File: src/rtl/dsm_bridge_driver.sv
// H-bridge gate driver for the 3-level delta-sigma code: two identical legs with dead time,
// latched fault shutdown and an invalid-code monitor.
module dsm_bridge_driver #(
  parameter int DEAD_CYCLES = 4,
  parameter int CNT_W       = 8
) (
  input  logic             clock,
  input  logic             reset,
  input  logic             en,
  input  logic             fault_i,
  input  logic [1:0]       pwm,
  output logic             hs_a,
  output logic             ls_a,
  output logic             hs_b,
  output logic             ls_b,
  output logic [1:0]       applied_o,
  output logic             fault_o,
  output logic             inv_o,
  output logic [CNT_W-1:0] inv_cnt
);

  localparam logic [1:0] ST_OFF  = 2'd0;
  localparam logic [1:0] ST_LOW  = 2'd1;
  localparam logic [1:0] ST_HIGH = 2'd2;
  localparam logic [1:0] ST_DEAD = 2'd3;

  localparam logic [CNT_W-1:0] DEAD_LAST = CNT_W'(DEAD_CYCLES - 1);
  localparam logic [CNT_W-1:0] CNT_MAX   = '1;

  logic             fault_reg;
  logic             inv_reg;
  logic [CNT_W-1:0] inv_cnt_reg;
  logic [1:0]       target_high;
  logic [1:0]       hs_v;
  logic [1:0]       ls_v;
  logic             shutdown;

  // Leg 0 is A (drives +1), leg 1 is B (drives -1); the invalid code 10 falls through to both LOW.
  assign target_high[0] = (pwm == 2'b01);
  assign target_high[1] = (pwm == 2'b11);
  assign shutdown       = !en || fault_i || fault_reg;

  generate
    for (genvar gi = 0; gi < 2; gi++) begin : g_leg
      logic [1:0]       state_reg;
      logic [CNT_W-1:0] cnt_reg;

      always_ff @(posedge clock) begin
        if (reset) begin
          state_reg <= ST_OFF;
          cnt_reg   <= '0;
        end else if (shutdown) begin
          state_reg <= ST_OFF;
        end else begin
          case (state_reg)
            ST_OFF: begin
              state_reg <= ST_DEAD;
              cnt_reg   <= '0;
            end
            ST_LOW: begin
              if (target_high[gi]) begin
                state_reg <= ST_DEAD;
                cnt_reg   <= '0;
              end
            end
            ST_HIGH: begin
              if (!target_high[gi]) begin
                state_reg <= ST_DEAD;
                cnt_reg   <= '0;
              end
            end
            default: begin
              // Target is only looked at on the exit cycle, so glitches inside DEAD don't extend it.
              if (cnt_reg == DEAD_LAST)
                state_reg <= target_high[gi] ? ST_HIGH : ST_LOW;
              else
                cnt_reg <= cnt_reg + 1'b1;
            end
          endcase
        end
      end

      assign hs_v[gi] = (state_reg == ST_HIGH);
      assign ls_v[gi] = (state_reg == ST_LOW);
    end
  endgenerate

  always_ff @(posedge clock) begin
    if (reset) begin
      fault_reg   <= 1'b0;
      inv_reg     <= 1'b0;
      inv_cnt_reg <= '0;
    end else begin
      if (fault_i)
        fault_reg <= 1'b1;
      inv_reg <= (pwm == 2'b10);
      if (pwm == 2'b10 && inv_cnt_reg != CNT_MAX)
        inv_cnt_reg <= inv_cnt_reg + 1'b1;
    end
  end

  always_comb begin
    applied_o = 2'b10;
    if (hs_v[0] && ls_v[1])
      applied_o = 2'b01;
    else if (ls_v[0] && hs_v[1])
      applied_o = 2'b11;
    else if (ls_v[0] && ls_v[1])
      applied_o = 2'b00;
  end

  assign hs_a    = hs_v[0];
  assign ls_a    = ls_v[0];
  assign hs_b    = hs_v[1];
  assign ls_b    = ls_v[1];
  assign fault_o = fault_reg;
  assign inv_o   = inv_reg;
  assign inv_cnt = inv_cnt_reg;

endmodule

File: config.mk
export PLATFORM = sky130hd
export DESIGN_NAME = dsm_bridge_driver
export DESIGN_NICKNAME = d
export VERILOG_FILES = /design/src/rtl/dsm_bridge_driver.sv
export SDC_FILE = /design/constraint.sdc
export NUM_CORES = 1
export LEC_CHECK = 0
export ABC_AREA = 1
export BUFFER_PORTS_ARGS = -buffer_cell sky130_fd_sc_hd__buf_2
export CAP_MARGIN = 0
export CORE_ASPECT_RATIO = 0.7
export CORE_MARGIN = 8
export CORE_UTILIZATION = 30
export DETAILED_ROUTE_END_ITERATION = 10
export GPL_TIMING_DRIVEN = 1
export PLACE_DENSITY_LB_ADDON = 0.08
export SETUP_SLACK_MARGIN = 0.1
export SLEW_MARGIN = 0
export SYNTH_ARGS = -nofsm -noshare
export SYNTH_HDL_FRONTEND = slang
export SYNTH_SLANG_ARGS = --single-unit
File: constraint.sdc
create_clock -name clock -period 2.06 [get_ports clock]
set_input_delay 0.412 -clock clock [delete_from_list [all_inputs] [get_ports clock]]
set_output_delay 0.412 -clock clock [all_outputs]
set_load 0.02 [all_outputs]
==> results of run 1 <==
[cells in the mapped netlist (2+ instances only)]
cell type,n,area (um2)
nand2_1,75,281.5
nor2_1,40,150.1
inv_1,33,123.9
dfxtp_1,30,600.6
a21oi_1,26,130.1
nand3_1,25,125.1
ha_1,11,137.6
nand4_1,7,43.79
nand2_4,4,45.04
o21ai_0,4,20.02
xor2_1,4,35.03
inv_2,3,11.26
nand2_2,3,18.77
nor2_2,3,18.77
clkbuf_1,2,7.510
nand3_4,2,35.03
nor2_8,2,40.04
nor3b_1,2,15.01
xnor2_1,2,17.52
[worst max-delay path: stages, from the launching register on]
cell	delay, ns
dfxtp_1	0.38
inv_1	0.08
ha_1	0.24
nand2_1	0.10
inv_1	0.04
a31oi_1	0.11
buf_2	0.18
[worst max-delay path by stage]
| stage | cells after the start | from | end |
|---|---|---|---|
| floorplan | 5 | g_leg[1].state_reg[1] | applied_o[1] |
| global placement | 8 | g_leg[1].state_reg[0] | g_leg[1].cnt_reg[6] |
| detailed placement | 8 | g_leg[1].state_reg[0] | g_leg[1].cnt_reg[6] |
| CTS | 6 | g_leg[1].state_reg[1] | applied_o[1] |
| global route | 6 | g_leg[1].state_reg[1] | applied_o[1] |
| finish | 6 | g_leg[1].state_reg[1] | applied_o[1] |
[per-layer routing]
metal  GRT usage  vias to the layer above  part of all wire
met4     0.02384                        0            0.0035
met2      0.1462                       37              0.38
met5           0                        -                 0
met1      0.1501                      783              0.57
li1            -                      976                 -
met3     0.03247                        2             0.053
[layout make-up]
type | count | area (um2) | share of cell area
clock buffer | 7 | 86.33 | 0.03918
tap | 78 | 97.59 | 0.04429
multi-input combinational | 217 | 1166 | 0.5292
sequential | 30 | 600.6 | 0.2726
clock inverter | 1 | 5.005 | 0.002271
inverter | 36 | 135.1 | 0.06133
timing repair buffer | 22 | 112.6 | 0.05111
[power by group]
part | switching (mW) | leakage, nW | total (mW) | internal (mW)
registers | 0.00720 | 0.243 | 0.595 | 0.588
logic | 0.0816 | 0.650 | 0.117 | 0.0352
clock network | 0.236 | 0.0482 | 0.505 | 0.270
[kinds of logic after synthesis]
kind of cell	after synthesis
compound gates	33
xor+xnor	6
fa+ha+maj	11
buf+inv	38
flops	30
simple gates	167
[through the flow]
step	utilization	worst slack (ns)	power, mW	instance area (um2)	std cells
finish	0.3562	0.2436	1.217	2203	391
global route	0.3562	0.1231	1.273	2203	391
CTS	0.3562	0.2217	1.236	2203	391
detailed placement	0.3414	0.4281	0.7265	2112	383
global placement	0.3414	0.4008	0.7276	2112	383
floorplan	-	0.4248	0.6898	1909	285
==> results.ini, run 1 <==
[outcome]
status = complete, no violations

[timing]
setup-violations-final = 0
fmax_ghz = 0.5505
rsz0062_at_grt = no
finClkSkew_ns = 0.003158
report.final.slew_viol_count = 0
hold_violations = 0
final.min_clock_period_ns = 1.816
fin_hold_ws_ns = 0.4037
tns_ns = 0
finalCritPeriodShare = 0.8818
maxSlewHeadroom = 0.7676
tightest_slew_ns = 0.3485

[clocking]
cts_setup_buffers = 0
cts_made_buffers = 5
insertion_delay_ns = 0.28
tritoncts = built
cts.sinks = 30
h-tree-depth = 2
holdBufCountCts = 0
cts_root_buf = clkbuf_8
cts_resized = 0
path_clk_slew_ns = 0.07
cts_max_path_buffers = 2

[synthesis]
synthArstFlopShare = 0
ys_seq_area_frac = 0.3145
ys_types = 26
ys.flop_type = dfxtp_1
synth_compound_area_frac = 0.08912
synthMuxAreaShare = 0
synth_simple_gate_area_share = 0.4220
synth_fa_ha_area_frac = 0.07208
syn_area_mm2 = 0.001909
synth-edff-count = 0
mappedNetlistNets = 302
synth_top_family_by_area = simple AND/OR/NAND/NOR gates
ys_seq_elements = 30
synth_area_per_cell_um2 = 6.699
synth_cells = 285
yosys.area_share.xor_xnor = 0.02752
ys_warn_count = 0

[critical_path]
reg2reg_to = g_leg[1].cnt_reg[6]
reg2reg_from = g_leg[1].state_reg[0]
endpoint_kind = output pin
crit_type = reg2out
worstPathMaxFanout = 4
reg2reg_slack_ns = 0.40
cp.required_ns = 1.65
worst_setup_path_start_kind = flip-flop
cp_data_arrival_time_ns = 1.40
rr_worst_depth = 8

[detailed_routing]
firstDrtPassIters = 4
num_vias = 1798
wl_per_cell_um = 11.63
routed_wl_mm = 4.547
ant_nets = 0
drc = 0
vias_per_cell = 4.598
drtIter0Drc = 66

[floorplan]
initial_core_util = 0.3087
dieArea_mm2 = 0.009214
coreArea_mm2 = 0.006186
die_w_um = 111.4
fp.dieH_um = 82.75
num_io_pins = 22
rows = 24

[final_layout]
final_common_cell = nand2_1
antennaDiodeCount = 0
area_growth_pct = 15.40
final_cell_mix = 75 x nand2_1, 40 x nor2_1, 33 x inv_1, 30 x dfxtp_1, 26 x a21oi_1
n_fill_cell = 670
drive_gt1_frac = 0.1565
fin_nets = 329
largest_reg_flops = 16

[grt]
grt_pass1_vias = 1648
antenna_found_initial = 0
grt_util_all_layers = 0.1043
grt_pass1_wl_mm = 7.900
grt_max_degree = 16
grt-ovfl-total = 0

[power]
ir_worst_vdd_uv = 242.9
p_leak_nw = 0.9414
cellPowerDensity_mw_per_mm2 = 552.5

[min_path]
hold_depth = 2
hold_start = pwm[0]
worstHoldPathType = in2reg
worstHoldEndpoint = inv_o

[placement]
portBuffers = 21
place.gp.congestion = 0.7944
dp_hpwl_mm = 3.393

[job]
maxCapViolCount = 0

Power figures use the tool's default switching activity.
==> inputs of run 2 (changes only) <==
--- a/config.mk
+++ b/config.mk
@@ -13,7 +13,6 @@
 export CORE_UTILIZATION = 30
 export DETAILED_ROUTE_END_ITERATION = 10
 export GPL_TIMING_DRIVEN = 1
-export PLACE_DENSITY_LB_ADDON = 0.08
 export SETUP_SLACK_MARGIN = 0.1
 export SLEW_MARGIN = 0
 export SYNTH_ARGS = -nofsm -noshare
==> results.ini, run 2 (synthesis results as in run 1) <==
[critical_path]
worstPathMaxFanout = 4
endpoint_kind = output pin
cp.required_ns = 1.65
rr_worst_depth = 8
reg2reg_slack_ns = 0.48
cpPeakStageDelay_ns = 0.37
cp_common_cell = inv_1
cp_slowest_cell = dfxtp_1
cp_data_arrival_time_ns = 1.41
worst_setup_path_start_kind = flip-flop
reg2reg_to = g_leg[1].cnt_reg[7]
crit_type = reg2out
reg2reg_from = g_leg[1].state_reg[0]
path_cells = inv_1, ha_1, nand2_1, inv_1, a31oi_1, buf_2

[timing]
fin_hold_ws_ns = 0.3648
finalCritPeriodShare = 0.8839
fmax_ghz = 0.5492
tns_ns = 0
maxSlewHeadroom = 0.7877
worst_slack_ns = 0.2392
finClkSkew_ns = 0.004196
setup-violations-final = 0
tightest_slew_ns = 0.3172
report.final.slew_viol_count = 0
hold_violations = 0
final.min_clock_period_ns = 1.821
rsz0062_at_grt = no

[clocking]
tritoncts = built
h-tree-depth = 2
cts_setup_buffers = 0
cts_resized = 0
cts_max_path_buffers = 2
path_clk_slew_ns = 0.06
holdBufCountCts = 0
insertion_delay_ns = 0.29
cts.sinks = 30
cts_made_buffers = 5
cts_root_buf = clkbuf_8

[detailed_routing]
vias_per_cell = 4.578
num_vias = 1790
firstDrtPassIters = 5
ant_nets = 0
drc = 0
drtIter0Drc = 50
routed_wl_mm = 4.335
wl_per_cell_um = 11.09

[floorplan]
initial_core_util = 0.3087
fp.dieH_um = 82.75
die_w_um = 111.4
rows = 24
dieArea_mm2 = 0.009214
num_io_pins = 22
coreArea_mm2 = 0.006186

[final_layout]
final_core_util = 0.3562
antennaDiodeCount = 0
fin_nets = 329
drive_gt1_frac = 0.1565
fin_cells = 391
largest_reg_flops = 16
final_common_cell = nand2_1
area_growth_pct = 15.40
final_cell_mix = 75 x nand2_1, 40 x nor2_1, 33 x inv_1, 30 x dfxtp_1, 26 x a21oi_1
finalInstanceArea_mm2 = 0.002203

[placement]
place.gp.congestion = 0.8024
dpl_worst_slack_ns = 0.4749
portBuffers = 21
dp_hpwl_mm = 3.303
dpl_cell_area_mm2 = 0.002112
dp_cells = 383

[grt]
grt_util_all_layers = 0.1021
grt_pass1_wl_mm = 7.741
grt-ovfl-total = 0
antenna_found_initial = 0
grt_pass1_vias = 1740
grt_max_degree = 19

[job]
maxCapViolCount = 0

[min_path]
hold_depth = 2
worstHoldEndpoint = g_leg[1].cnt_reg[0]
worstHoldPathType = in2reg
hold_start = reset

[power]
p_leak_nw = 0.9414
cellPowerDensity_mw_per_mm2 = 549.7
p_total_mw = 1.211
ir_worst_vdd_uv = 265.2

[outcome]
status = complete, no violations

-- run 2: worst max-delay path by stage --
| stage | start | endpoint | slack [ns] | cells past startpoint |
|---|---|---|---|---|
| floorplan | g_leg[1].state_reg[1] | applied_o[1] | 0.42 | 5 |
| global placement | g_leg[1].state_reg[0] | g_leg[1].cnt_reg[6] | 0.48 | 8 |
| detailed placement | g_leg[1].state_reg[0] | g_leg[1].cnt_reg[7] | 0.47 | 8 |
| CTS | g_leg[1].state_reg[1] | applied_o[1] | 0.21 | 6 |
| global route | g_leg[1].state_reg[1] | applied_o[1] | 0.12 | 6 |
| finish | g_leg[1].state_reg[1] | applied_o[1] | 0.24 | 6 |
-- run 2: layout make-up --
type | count | area, um2
well taps | 78 | 97.59
clock buffers | 7 | 86.33
inverters | 36 | 135.1
multi-input cells | 217 | 1166
clock inverters | 1 | 5.005
fillers | 685 | 3983
repair buffers | 22 | 112.6
flip-flops and latches | 30 | 600.6
-- run 2: routing by layer --
layer,track usage,vias to the layer above,wire (um)
met2,0.1627,22,1754
li1,-,965,-
met3,0.03030,10,168
met5,0,-,0
met1,0.1252,793,2319
met4,0.05033,0,93
-- run 2: worst max-delay path, delay by kind of cell, from the launching register on --
kind	cells	cell delay [ns]
AND/OR/NAND/NOR	1	0.10
AO/OA/AOI/OAI	1	0.11
buffers and inverters	3	0.30
adder cells (fa/ha/maj)	1	0.24
flip-flops	1	0.37
-- run 2: power breakdown --
group          internal (mW)  leakage (nW)  total, mW  switching, mW
Sequential             0.588         0.243      0.595        0.00678
Clock                  0.269        0.0482      0.500          0.231
Combinational         0.0354         0.650      0.116         0.0808
Total                  0.893         0.941       1.21          0.318
==> inputs of run 3 (changes only) <==
--- a/config.mk
+++ b/config.mk
@@ -8,7 +8,6 @@
 export ABC_AREA = 1
 export BUFFER_PORTS_ARGS = -buffer_cell sky130_fd_sc_hd__buf_2
 export CAP_MARGIN = 0
-export CORE_ASPECT_RATIO = 0.7
 export CORE_MARGIN = 8
 export CORE_UTILIZATION = 30
 export DETAILED_ROUTE_END_ITERATION = 10
==> results.ini, run 3 (synthesis results as in run 1) <==
[clocking]
holdBufCountCts = 0
cts_setup_buffers = 0
cts_root_buf = clkbuf_8
cts_resized = 0
tritoncts = built
cts_max_path_buffers = 2
cts_made_buffers = 5
cts.sinks = 30
path_clk_slew_ns = 0.07
insertion_delay_ns = 0.29
h-tree-depth = 2

[floorplan]
rows = 29
coreArea_mm2 = 0.006241
initial_core_util = 0.3059
dieArea_mm2 = 0.009173
die_w_um = 95.78
num_io_pins = 22
fp.dieH_um = 95.78

[final_layout]
antennaDiodeCount = 0
final-seq-area_um2 = 600.6
area_growth_pct = 15.33
final_common_cell = nand2_1
n_fill_cell = 689
final_cell_mix = 75 x nand2_1, 40 x nor2_1, 33 x inv_1, 30 x dfxtp_1, 26 x a21oi_1
fin_nets = 329
finalInstanceArea_mm2 = 0.002202
largest_reg_flops = 16
multi_input_area_mm2 = 0.001166
drive_gt1_frac = 0.1565

[critical_path]
reg2reg_from = g_leg[0].state_reg[1]
endpoint_kind = output pin
rr_worst_depth = 8
crit_type = reg2out
reg2reg_slack_ns = 0.45
cp.required_ns = 1.65
startpoint = g_leg[1].state_reg[1]
worstPathMaxFanout = 4
worst_setup_path_start_kind = flip-flop
cp_data_arrival_time_ns = 1.42
reg2reg_to = g_leg[0].cnt_reg[6]

[min_path]
hold_start = pwm[0]
worstHoldPathType = in2reg
worstHoldEndpoint = inv_o
hold_depth = 2

[timing]
report.final.slew_viol_count = 0
rsz0062_at_grt = no
setup-violations-final = 0
maxSlewHeadroom = 0.8173
final.min_clock_period_ns = 1.831
tns_ns = 0
finClkSkew_ns = 0.007112
worst_slack_ns = 0.2289
hold_violations = 0
finalCritPeriodShare = 0.8889
tightest_slew_ns = 0.2730
fmax_ghz = 0.5461

[placement]
place.gp.congestion = 0.8330
dpl_cell_area_mm2 = 0.002111
portBuffers = 21
dp_hpwl_mm = 3.302
dpl_worst_slack_ns = 0.4333

[grt]
use_met2 = 0.1674
grtUsageMet1 = 0.1240
grt_max_degree = 18
grt_pass1_wl_mm = 7.479
grt_pass1_vias = 1626
grt-ovfl-total = 0
antenna_found_initial = 0
grt_util_all_layers = 0.1036
grt_busiest_layer = met2
use_met3 = 0.03354

[power]
clock_power_share = 0.416
p_int_mw = 0.8929
ir_worst_vdd_uv = 291.5
seqPwrFrac = 0.490
power.switching_fraction = 0.2662
p_leak_nw = 0.9414
p_comb_frac = 0.094
p_sw_mw = 0.3240
cellPowerDensity_mw_per_mm2 = 552.6

[detailed_routing]
wl_per_cell_um = 10.99
num_vias = 1776
vias_per_cell = 4.554
routed_wl_mm = 4.286
drtIter0Drc = 72
drc = 0
firstDrtPassIters = 4
ant_nets = 0

[job]
maxCapViolCount = 0

[outcome]
status = complete, no violations

==> run 3: final cells by class <==
type / instances / area share
Clock buffer: 7 / 0.03920
Clock inverter: 1 / 0.002273
Inverter: 36 / 0.06136
Multi-Input combinational cell: 217 / 0.5295
Sequential cell: 30 / 0.2727
Tap cell: 77 / 0.04375
Timing Repair Buffer: 22 / 0.05114
==> run 3: worst max-delay path, cell delays in order, from the launching register on <==
cell and delay (ns):
dfxtp_1 0.38, inv_1 0.08, ha_1 0.24, nand2_1 0.10
inv_1 0.04, a31oi_1 0.11, buf_2 0.18
==> run 3: stage by stage <==
stage	utilization	cells	power, mW	hold slack, ns
after CTS	0.3528	390	1.229	0.3794
after floorplan	-	285	0.6898	0.4568
final	0.3528	390	1.217	0.3859
after global routing	0.3528	390	1.274	0.4002
after detailed placement	0.3382	382	0.7252	0.4820
after global placement	0.3382	382	0.7245	0.4860
==> run 3: how the worst max path moves through the flow <==
| stage | cells past startpoint | slack [ns] | to |
|---|---|---|---|
| after CTS | 6 | 0.21 | applied_o[1] |
| final | 6 | 0.23 | applied_o[1] |
| after global placement | 8 | 0.46 | g_leg[0].cnt_reg[6] |
| after floorplan | 5 | 0.42 | applied_o[1] |
| after global routing | 6 | 0.12 | applied_o[1] |
| after detailed placement | 8 | 0.43 | g_leg[0].cnt_reg[6] |
==> run 3: layer usage <==
metal / part of all wire / vias up
met5: 0 / -
met4: 0.016 / 0
met3: 0.043 / 5
met2: 0.46 / 20
met1: 0.48 / 785
li1: - / 966
==> run 3: power groups by stage <==
stage	logic [mW]	clock network, mW	registers, mW
2_1_floorplan	0.0762	0	0.614
3_3_place_gp	0.116	0	0.609
3_5_place_dp	0.116	0	0.609
4_1_cts	0.117	0.516	0.596
5_1_grt	0.128	0.549	0.597
6_report	0.114	0.507	0.596
